===== src/rtl/pwm_fade_ctrl.sv =====
// Duty-word sequencer for a pwm instance: ramps w one LSB per step toward a loaded
// target at a programmable PWM-period cadence, or snaps it there in one cycle.
module pwm_fade_ctrl #(
  parameter int unsigned N      = 4,
  parameter int unsigned RATE_W = 4
) (
  input  logic              clk,
  input  logic              reset,
  input  logic [N-1:0]      target,
  input  logic [RATE_W-1:0] rate,
  input  logic              load,
  input  logic              snap,
  output logic [N-1:0]      w,
  output logic              busy,
  output logic              done
);

  typedef enum logic [1:0] {IDLE, UP, DOWN} state_t;

  state_t              state_q, state_d;
  logic [N-1:0]        per_cnt_q, per_cnt_d;
  logic [RATE_W-1:0]   step_cnt_q, step_cnt_d;
  logic [N-1:0]        tgt_q, tgt_d;
  logic [RATE_W-1:0]   rate_q, rate_d;
  logic [N-1:0]        w_q, w_d;
  logic                done_q, done_d;

  logic                per_end;
  logic [N-1:0]        w_step;

  // State register
  always_ff @(posedge clk or negedge reset) begin
    if (!reset) begin
      state_q    <= IDLE;
      per_cnt_q  <= '0;
      step_cnt_q <= '0;
      tgt_q      <= '0;
      rate_q     <= '0;
      w_q        <= '0;
      done_q     <= 1'b0;
    end else begin
      state_q    <= state_d;
      per_cnt_q  <= per_cnt_d;
      step_cnt_q <= step_cnt_d;
      tgt_q      <= tgt_d;
      rate_q     <= rate_d;
      w_q        <= w_d;
      done_q     <= done_d;
    end
  end

  assign per_end = (per_cnt_q == '1);
  assign w_step  = (state_q == UP) ? (w_q + 1'b1) : (w_q - 1'b1);

  // Next-state logic; strobes take priority over a step falling on the same edge
  always_comb begin
    state_d    = state_q;
    per_cnt_d  = per_cnt_q + 1'b1;
    step_cnt_d = step_cnt_q;
    tgt_d      = tgt_q;
    rate_d     = rate_q;
    w_d        = w_q;
    done_d     = 1'b0;

    if (snap) begin
      tgt_d      = target;
      w_d        = target;
      state_d    = IDLE;
      step_cnt_d = '0;
      done_d     = 1'b1;
    end else if (load) begin
      tgt_d  = target;
      rate_d = rate;
      // A retarget mid-ramp keeps the step cadence running
      if (state_q == IDLE) begin
        step_cnt_d = '0;
      end
      if (target > w_q) begin
        state_d = UP;
      end else if (target < w_q) begin
        state_d = DOWN;
      end else begin
        state_d = IDLE;
        done_d  = 1'b1;
      end
    end else if ((state_q != IDLE) && per_end) begin
      if (step_cnt_q == rate_q) begin
        step_cnt_d = '0;
        w_d        = w_step;
        if (w_step == tgt_q) begin
          state_d = IDLE;
          done_d  = 1'b1;
        end
      end else begin
        step_cnt_d = step_cnt_q + 1'b1;
      end
    end
  end

  // Outputs
  always_comb begin
    busy = (state_q != IDLE);
    w    = w_q;
    done = done_q;
  end

endmodule


===== config.mk =====
export PLATFORM = sky130hd
export DESIGN_NAME = pwm_fade_ctrl
export DESIGN_NICKNAME = d
export VERILOG_FILES = /design/src/rtl/pwm_fade_ctrl.sv
export SDC_FILE = /design/constraint.sdc
export NUM_CORES = 1
export LEC_CHECK = 0
export CORE_ASPECT_RATIO = 1.5
export CORE_MARGIN = 2
export CORE_UTILIZATION = 35
export CTS_BUF_LIST = sky130_fd_sc_hd__clkbuf_2 sky130_fd_sc_hd__clkbuf_4 sky130_fd_sc_hd__clkbuf_8
export DETAILED_ROUTE_END_ITERATION = 10
export DONT_BUFFER_PORTS = 1
export HOLD_SLACK_MARGIN = 0.06
export SLEW_MARGIN = 30
export SYNTH_ARGS = -nofsm -noshare
export SYNTH_HDL_FRONTEND = slang
export SYNTH_SLANG_ARGS = --single-unit

===== constraint.sdc =====
create_clock -name clk -period 5 [get_ports clk]
set_clock_uncertainty 0.2 [all_clocks]
set_input_delay 1 -clock clk [delete_from_list [all_inputs] [get_ports clk]]
set_output_delay 1 -clock clk [all_outputs]
set_load 0.005 [all_outputs]

==> key figures, run 1 <==
Route
  – Via Count: 862
  – DR pass1 iterations: 4
  – Wirelength, routed: roughly 2400 µm
  – Routed WL per cell: 14.4 µm
  – Post-Route M1 WL: 1040 µm
  – WL met3: 99 µm
  – DRC Markers: 0
  – ANT nets after route: 0
  – Max Used Layer: met4
  – Number of DRC markers in iteration 0: 9
  – DR vias/cell: 5.13
  – WL met2: around 1200 µm

Power and ir drop
  – Clock power share: 30.4%
  – Peak VDD IR: 0.152 mV
  – Pint: ~300 µW
  – Logic pwr share: 17.9%
  – P_leak: approximately 0.00065 µW
  – Pwr/cell area: 299 nW/µm²
  – Sw Pwr: 111 µW
  – Sequential share of power: between 50% and 60%
  – Net Sw Frac: 27.2%

Clock tree
  – Total clock sinks: 23
  – Setup Buffers After CTS: 0
  – Clock insertion delay at the later pin of the skew report: about 270 ps
  – CTS tree: done
  – Cts bufs inserted: 3
  – Clock root buffer: clkbuf_8
  – Post-CTS resize count: 0
  – H-tree levels: 1
  – Cts hold-fix bufs: 0
  – Clock slew at reported path FFs: around 90 ps
  – Max Buffers Root-to-Sink: 2

Synthesis
  – Syn nets: 144
  – Sequential share of the synthesized area: a little under half
  – Synth Register Bits: 23
  – Mapped Cells: 123
  – Synthesized area: 1260 µm²
  – Avg Synthesized Cell Area: 10.3 µm²
  – Warnings from Yosys: 0
  – Yosys cell types: 30

Global route
  – Largest net degree at the start of global routing: 24
  – First-pass GRT wire length: 4080 µm
  – Vias in the first global route: 888
  – Remaining global-route overflow: 0
  – GRT Resource Usage Total: a little over an eighth
  – Antenna violations before repair: 0

Worst setup path
  – CP arrival: 2570 ps
  – Max FO, Critical Path: 5
  – CP max stage delay: 450 ps
  – CP max-delay cell: fa_1
  – WS Path Type: reg2reg
  – Critical-path cell list: nand2b_1, inv_1, fa_1, xnor2_1, nor3_1, nand3_1, or3b_1, a211oi_1
  – Worst path required time: 4960 ps
  – Crit end category: register
  – Crit path launch type: register

Layout
  – # diodes: 0
  – Layout cell share with drive strength beyond 1: 7.14%
  – Utilization after layout: 39.5%
  – Layout area overhead: 7.72%
  – Commonest non-fill, non-tap cell in the layout: dfrtp_1
  – Nets: 148
  – Most frequent cells in the layout: dfrtp_1, nand2_1, inv_1, o21ai_0

Floorplanning
  – Die Area: 4120 µm²
  – Starting Density: 36.6%
  – Die Wd: 53.1 µm
  – Io pins: 18
  – Row count: 26
  – Die Y: slightly below 80 µm
  – Area of the core: between 3000 and 4000 µm²

Timing
  – Final Hold Viols: 0
  – Max Freq: 0.384 GHz
  – Final WS setup: 2390 ps
  – Endpoints failing setup: 0
  – Period utilization: 52.1%
  – Slew Limit Fails: 0
  – TNS Setup: 0 ps
  – RSZ-0062 raised after global routing: no
  – Slew @ Worst Pin: 588 ps
  – Hold Slack: 211 ps
  – Final Critical Period: 2610 ps
  – Worst rel slew slack: about three fifths

Placement
  – Port bufs: 0
  – Dpl hpwl: 1910 µm
  – Final GP Congestion: 0.862
  – Dpl ws: 2400 ps

Worst hold path
  – Min-Delay Path Class: in2async

Job
  – Max-cap viol count: 0

Run status
  – Status: completed
==> metal layers <==
metal	GRT usage (%)	vias to the layer above
li1	-	425
met1	16.5	417
met2	21.3	15
met3	2.88	5
met4	7.95	0
met5	0	-
==> registers in the layout (all words and copies together) (netlist names) <==
name / count
rate_q: 4
state_q: 2
per_cnt_q: 4
done: 1
step_cnt_q: 4
w: 4
tgt_q: 4
==> power by group through the flow <==
stage | registers [µW] | clock network, µW | logic, µW
final | 210 | 124 | 72.8
after detailed placement | 215 | 0 | 73.1
after CTS | 211 | 126 | 73.5
after global placement | 214 | 0 | 70.6
after global routing | 212 | 134 | 82.8
after floorplan | 211 | 0 | 62.2
==> synthesized netlist by cell type <==
| master | count | area (µm²) |
|---|---|---|
| xor2_1 | 6 | 52.6 |
| a21o_1 | 2 | 15.0 |
| mux2_2 | 4 | 45.0 |
| inv_1 | 9 | 33.8 |
| nor3_1 | 2 | 10.0 |
| dfrtp_1 | 23 | 576 |
| ha_1 | 8 | 100 |
| nor2_1 | 3 | 11.3 |
| fa_1 | 1 | 20.0 |
| a211oi_1 | 3 | 22.5 |
| nor3b_1 | 1 | 7.51 |
| nand3_1 | 4 | 20.0 |
| o21ai_0 | 9 | 45.0 |
| o2111ai_1 | 1 | 8.76 |
| a31o_1 | 1 | 8.76 |
| mux2i_1 | 2 | 20.0 |
| a41oi_1 | 1 | 8.76 |
| a32o_1 | 1 | 10.0 |
| xnor2_1 | 8 | 70.1 |
| and3_1 | 1 | 6.26 |
| or3b_1 | 1 | 8.76 |
| a21oi_1 | 2 | 10.0 |
| nand2b_1 | 3 | 18.8 |
| nor2b_1 | 2 | 12.5 |
| o211ai_1 | 1 | 7.51 |
| nor4_4 | 1 | 21.3 |
| clkbuf_1 | 1 | 3.75 |
| o21bai_1 | 1 | 7.51 |
| nand2_1 | 20 | 75.1 |
| or4_1 | 1 | 7.51 |
==> final timing paths <==
path                              startpoint       endpoint  slack (ps)  cells after the start
worst max-delay path              state_q[1]           done        2390                      8
worst min-delay path                   reset      rate_q[2]         210                      0
worst max register to register    state_q[1]           done        2390                      8
worst min register to register  per_cnt_q[0]   per_cnt_q[0]         260                      1
max in group asynchronous              reset  step_cnt_q[3]        4310                      0
min in group clk                per_cnt_q[0]   per_cnt_q[0]         260                      1
==> cells by family (layout without fill, tap and decap cells) <==
family	Yosys count	count (layout)	synth area share (%)
DFF	23	23	45.5
muxes	6	6	5.15
AOI/OAI and AO/OA	22	22	11.4
and+or+nand+nor	39	39	15.7
buffers and inverters	10	13	2.97
adders and majority gates	9	9	9.51
xor gates and xnor gates	14	14	9.70
==> layout make-up <==
class                      instances  area, µm²
sequential                        23        576
multi-input combinational         90        651
tap                               42       52.6
inverter                           9       33.8
clock buffer                       4       48.8
fill                             363       2090
==> worst max-delay path: cells and delay by family, from the launching register on <==
family,cells,cell delay (ps)
simple gates,4,900
buf+inv,1,100
compound gates,1,290
fa+ha+maj,1,450
flops,1,400
xor+xnor,1,150
==> per-stage QoR <==
step	total power, µW	std cells	area, µm²
after CTS	410	168	1360
after detailed placement	288	164	1310
after global routing	429	168	1360
after global placement	284	164	1310
after floorplan	273	123	1260
final	407	168	1360
Note: power is estimated with default switching activity, not from simulation.
==> run 2, diff against run 1 <==
==> constraint.sdc (replaced) <==
create_clock -name clk -period 2.15 [get_ports clk]
set_clock_uncertainty 0.2 [all_clocks]
set_input_delay 0.43 -clock clk [delete_from_list [all_inputs] [get_ports clk]]
set_output_delay 0.43 -clock clk [all_outputs]
set_load 0.005 [all_outputs]
==> key figures, run 2 (synthesis gave the netlist of run 1 again) <==
Run status
  – Status: finished, violations left
  – Failing checks: negative setup slack

Worst hold path
  – Min-Delay Path Class: in2reg
  – Hold Path Origin: snap
  – Hold Path Depth: 1
  – Hold endpoint: w[2]

Worst setup path
  – FF-to-FF Start: state_q[1]
  – Max FO, Critical Path: 5 (unchanged)
  – Crit end category: register
  – Depth of the most critical reg-to-reg path: 8 (unchanged)
  – CP max stage delay: 440 ps (about the same)
  – Critical-path cell list: nand2b_4, inv_2, fa_1, xnor2_1, nor3_1, nand3_1, or3b_4, a32o_1
  – Worst path required time: 2110 ps (-2850 ps)
  – Crit path launch type: register
  – CP max-delay cell: fa_1
  – R2r setup slk: -260 ps (-2660 ps)
  – WS Path Type: reg2reg
  – End of the worst register-to-register path: state_q[0]
  – CP arrival: 2370 ps (-200 ps)

Clock tree
  – Clock slew at reported path FFs: 80 ps (about the same)
  – Clock root buffer: clkbuf_8
  – CTS tree: done
  – Total clock sinks: 23 (unchanged)
  – Clock insertion delay at the later pin of the skew report: 260 ps (about the same)
  – Cts bufs inserted: 3 (unchanged)
  – Max Buffers Root-to-Sink: 2 (unchanged)
  – H-tree levels: 1 (unchanged)

Route
  – ANT nets after route: 0 (unchanged)
  – Number of DRC markers in iteration 0: 19 (+10)
  – Wirelength, routed: 2670 µm (+10%)
  – DRC Markers: 0 (unchanged)
  – DR vias/cell: 5.16 (+0.59%)
  – Via Count: 929 (+7.8%)
  – Routed WL per cell: 14.9 µm (+2.9%)
  – DR pass1 iterations: 4 (unchanged)

Global route
  – Remaining global-route overflow: 0 (unchanged)
  – Antenna violations before repair: 0 (unchanged)
  – Largest net degree at the start of global routing: 24 (unchanged)
  – First-pass GRT wire length: 4350 µm (+6.6%)
  – GRT Resource Usage Total: 13.9% (+0.35 points)
  – Vias in the first global route: 1036 (+17%)

Layout
  – Post-route standard cell area excluding fillers: 1480 µm² (+8.9%)
  – Most frequent cells in the layout: dfrtp_1, nand2_1, buf_4
  – Layout cell share with drive strength beyond 1: 20.3% (+13 points)
  – Commonest non-fill, non-tap cell in the layout: dfrtp_1
  – Nets: 160 (+8.1%)
  – # diodes: 0 (unchanged)
  – Layout area overhead: 17.3%

Floorplanning
  – Io pins: 18 (unchanged)
  – Die Wd: 53.1 µm (unchanged)
  – Die Area: 4120 µm² (unchanged)
  – Area of the core: 3450 µm² (unchanged)
  – Die Y: 77.6 µm (unchanged)
  – Row count: 26 (unchanged)
  – Starting Density: 36.6% (unchanged)

Job
  – Max-cap viol count: 0 (unchanged)

Power and ir drop
  – Sw Pwr: 284 µW (+160%)
  – Pwr/cell area: 671 nW/µm² (+120%)
  – Clock power share: 27.3% (-3.1 points)
  – Sequential share of power: 48.6% (-3.1 points)
  – P_leak: 0.000718 µW (+9.9%)
  – Logic pwr share: 24.1% (+6.2 points)
  – Net Sw Frac: 28.5% (+1.3 points)
  – Peak VDD IR: 0.376 mV (+150%)
  – Pint: 711 µW (+140%)

Placement
  – Post-DP Area: 1400 µm² (+6.3%)
  – Final GP Congestion: 0.779 (-9.6%)
  – Dpl hpwl: 1990 µm (+4.2%)
  – Port bufs: 0 (unchanged)

Timing
  – Slew @ Worst Pin: 537 ps (-50.6 ps)
  – Max Freq: 0.414 GHz (+8.0%)
  – Final Hold Viols: 0 (unchanged)
  – Final WS setup: -263 ps (-2660 ps)
  – Worst rel slew slack: 64.2% (+3.5 points)
  – Final Critical Period: 2410 ps (-193 ps)
  – RSZ-0062 raised after global routing: yes
  – TNS Setup: -753 ps (-753 ps)
  – Endpoints failing setup: 3 (+3)
  – Period utilization: 112% (+60 points)
  – Slew Limit Fails: 0 (unchanged)
==> run 2: metal layers <==
metal | global-route usage, % | part of all wire (%)
met5 | 0 | 0
met4 | 4.62 | 1.7
met3 | 2.88 | 5.3
met2 | 24.8 | 50
met1 | 15.7 | 43
==> run 2: critical path: cells and delay by family, from the launching register on <==
family | cells | cell delay (ps)
buf+inv | 1 | 60
compound gates | 1 | 230
simple gates | 4 | 850
fa+ha+maj | 1 | 440
xor+xnor | 1 | 150
flops | 1 | 390
==> run 2: final cells by class <==
cell class	count	area (µm²)
fillers	354	1970
multi-input cells	90	684
flip-flops and latches	23	576
repair buffers	12	90.1
well taps	42	52.6
clock buffers	3	41.3
inverters	9	33.8
clock inverters	1	5.00
==> run 2: power groups by stage <==
stage               registers (µW)  clock network, µW  logic (µW)
detailed placement             493                  0         211
global route                   488                299         267
global placement               492                  0         204
floorplan                      492                  0         154
CTS                            484                278         234
finish                         484                272         239
==> run 2: worst max path at each step <==
stage / start / end / slack, ps / cells after the start
finish: state_q[1] / state_q[0] / -260 / 8
global route: state_q[1] / state_q[0] / -330 / 8
CTS: state_q[0] / state_q[0] / -250 / 8
detailed placement: state_q[1] / done / -200 / 8
global placement: state_q[1] / done / -160 / 8
floorplan: state_q[1] / state_q[0] / -120 / 8
==> run 2: what timing repair did <==
item | in CTS | in global routing
resized for setup | 2 | 3
setup endpoints to repair | 3 | 5
endpoints found under the hold margin | 23 | 23
hold buffers | 1 | 1
setup buffers | 1 | 0
pin swaps | 1 | 2
==> run 2: metrics by stage <==
step / setup slack, ps / std cells / total power, µW / utilization, % / hold slack (ps)
after floorplan: -119 / 123 / 645 / - / -65.6
after global routing: -332 / 180 / 1050 / 43.0 / 62.1
final: -263 / 180 / 995 / 43.0 / 64.1
after global placement: -160 / 173 / 696 / 40.5 / -64.7
after CTS: -253 / 179 / 996 / 42.5 / 63.7
after detailed placement: -203 / 173 / 704 / 40.5 / -64.5
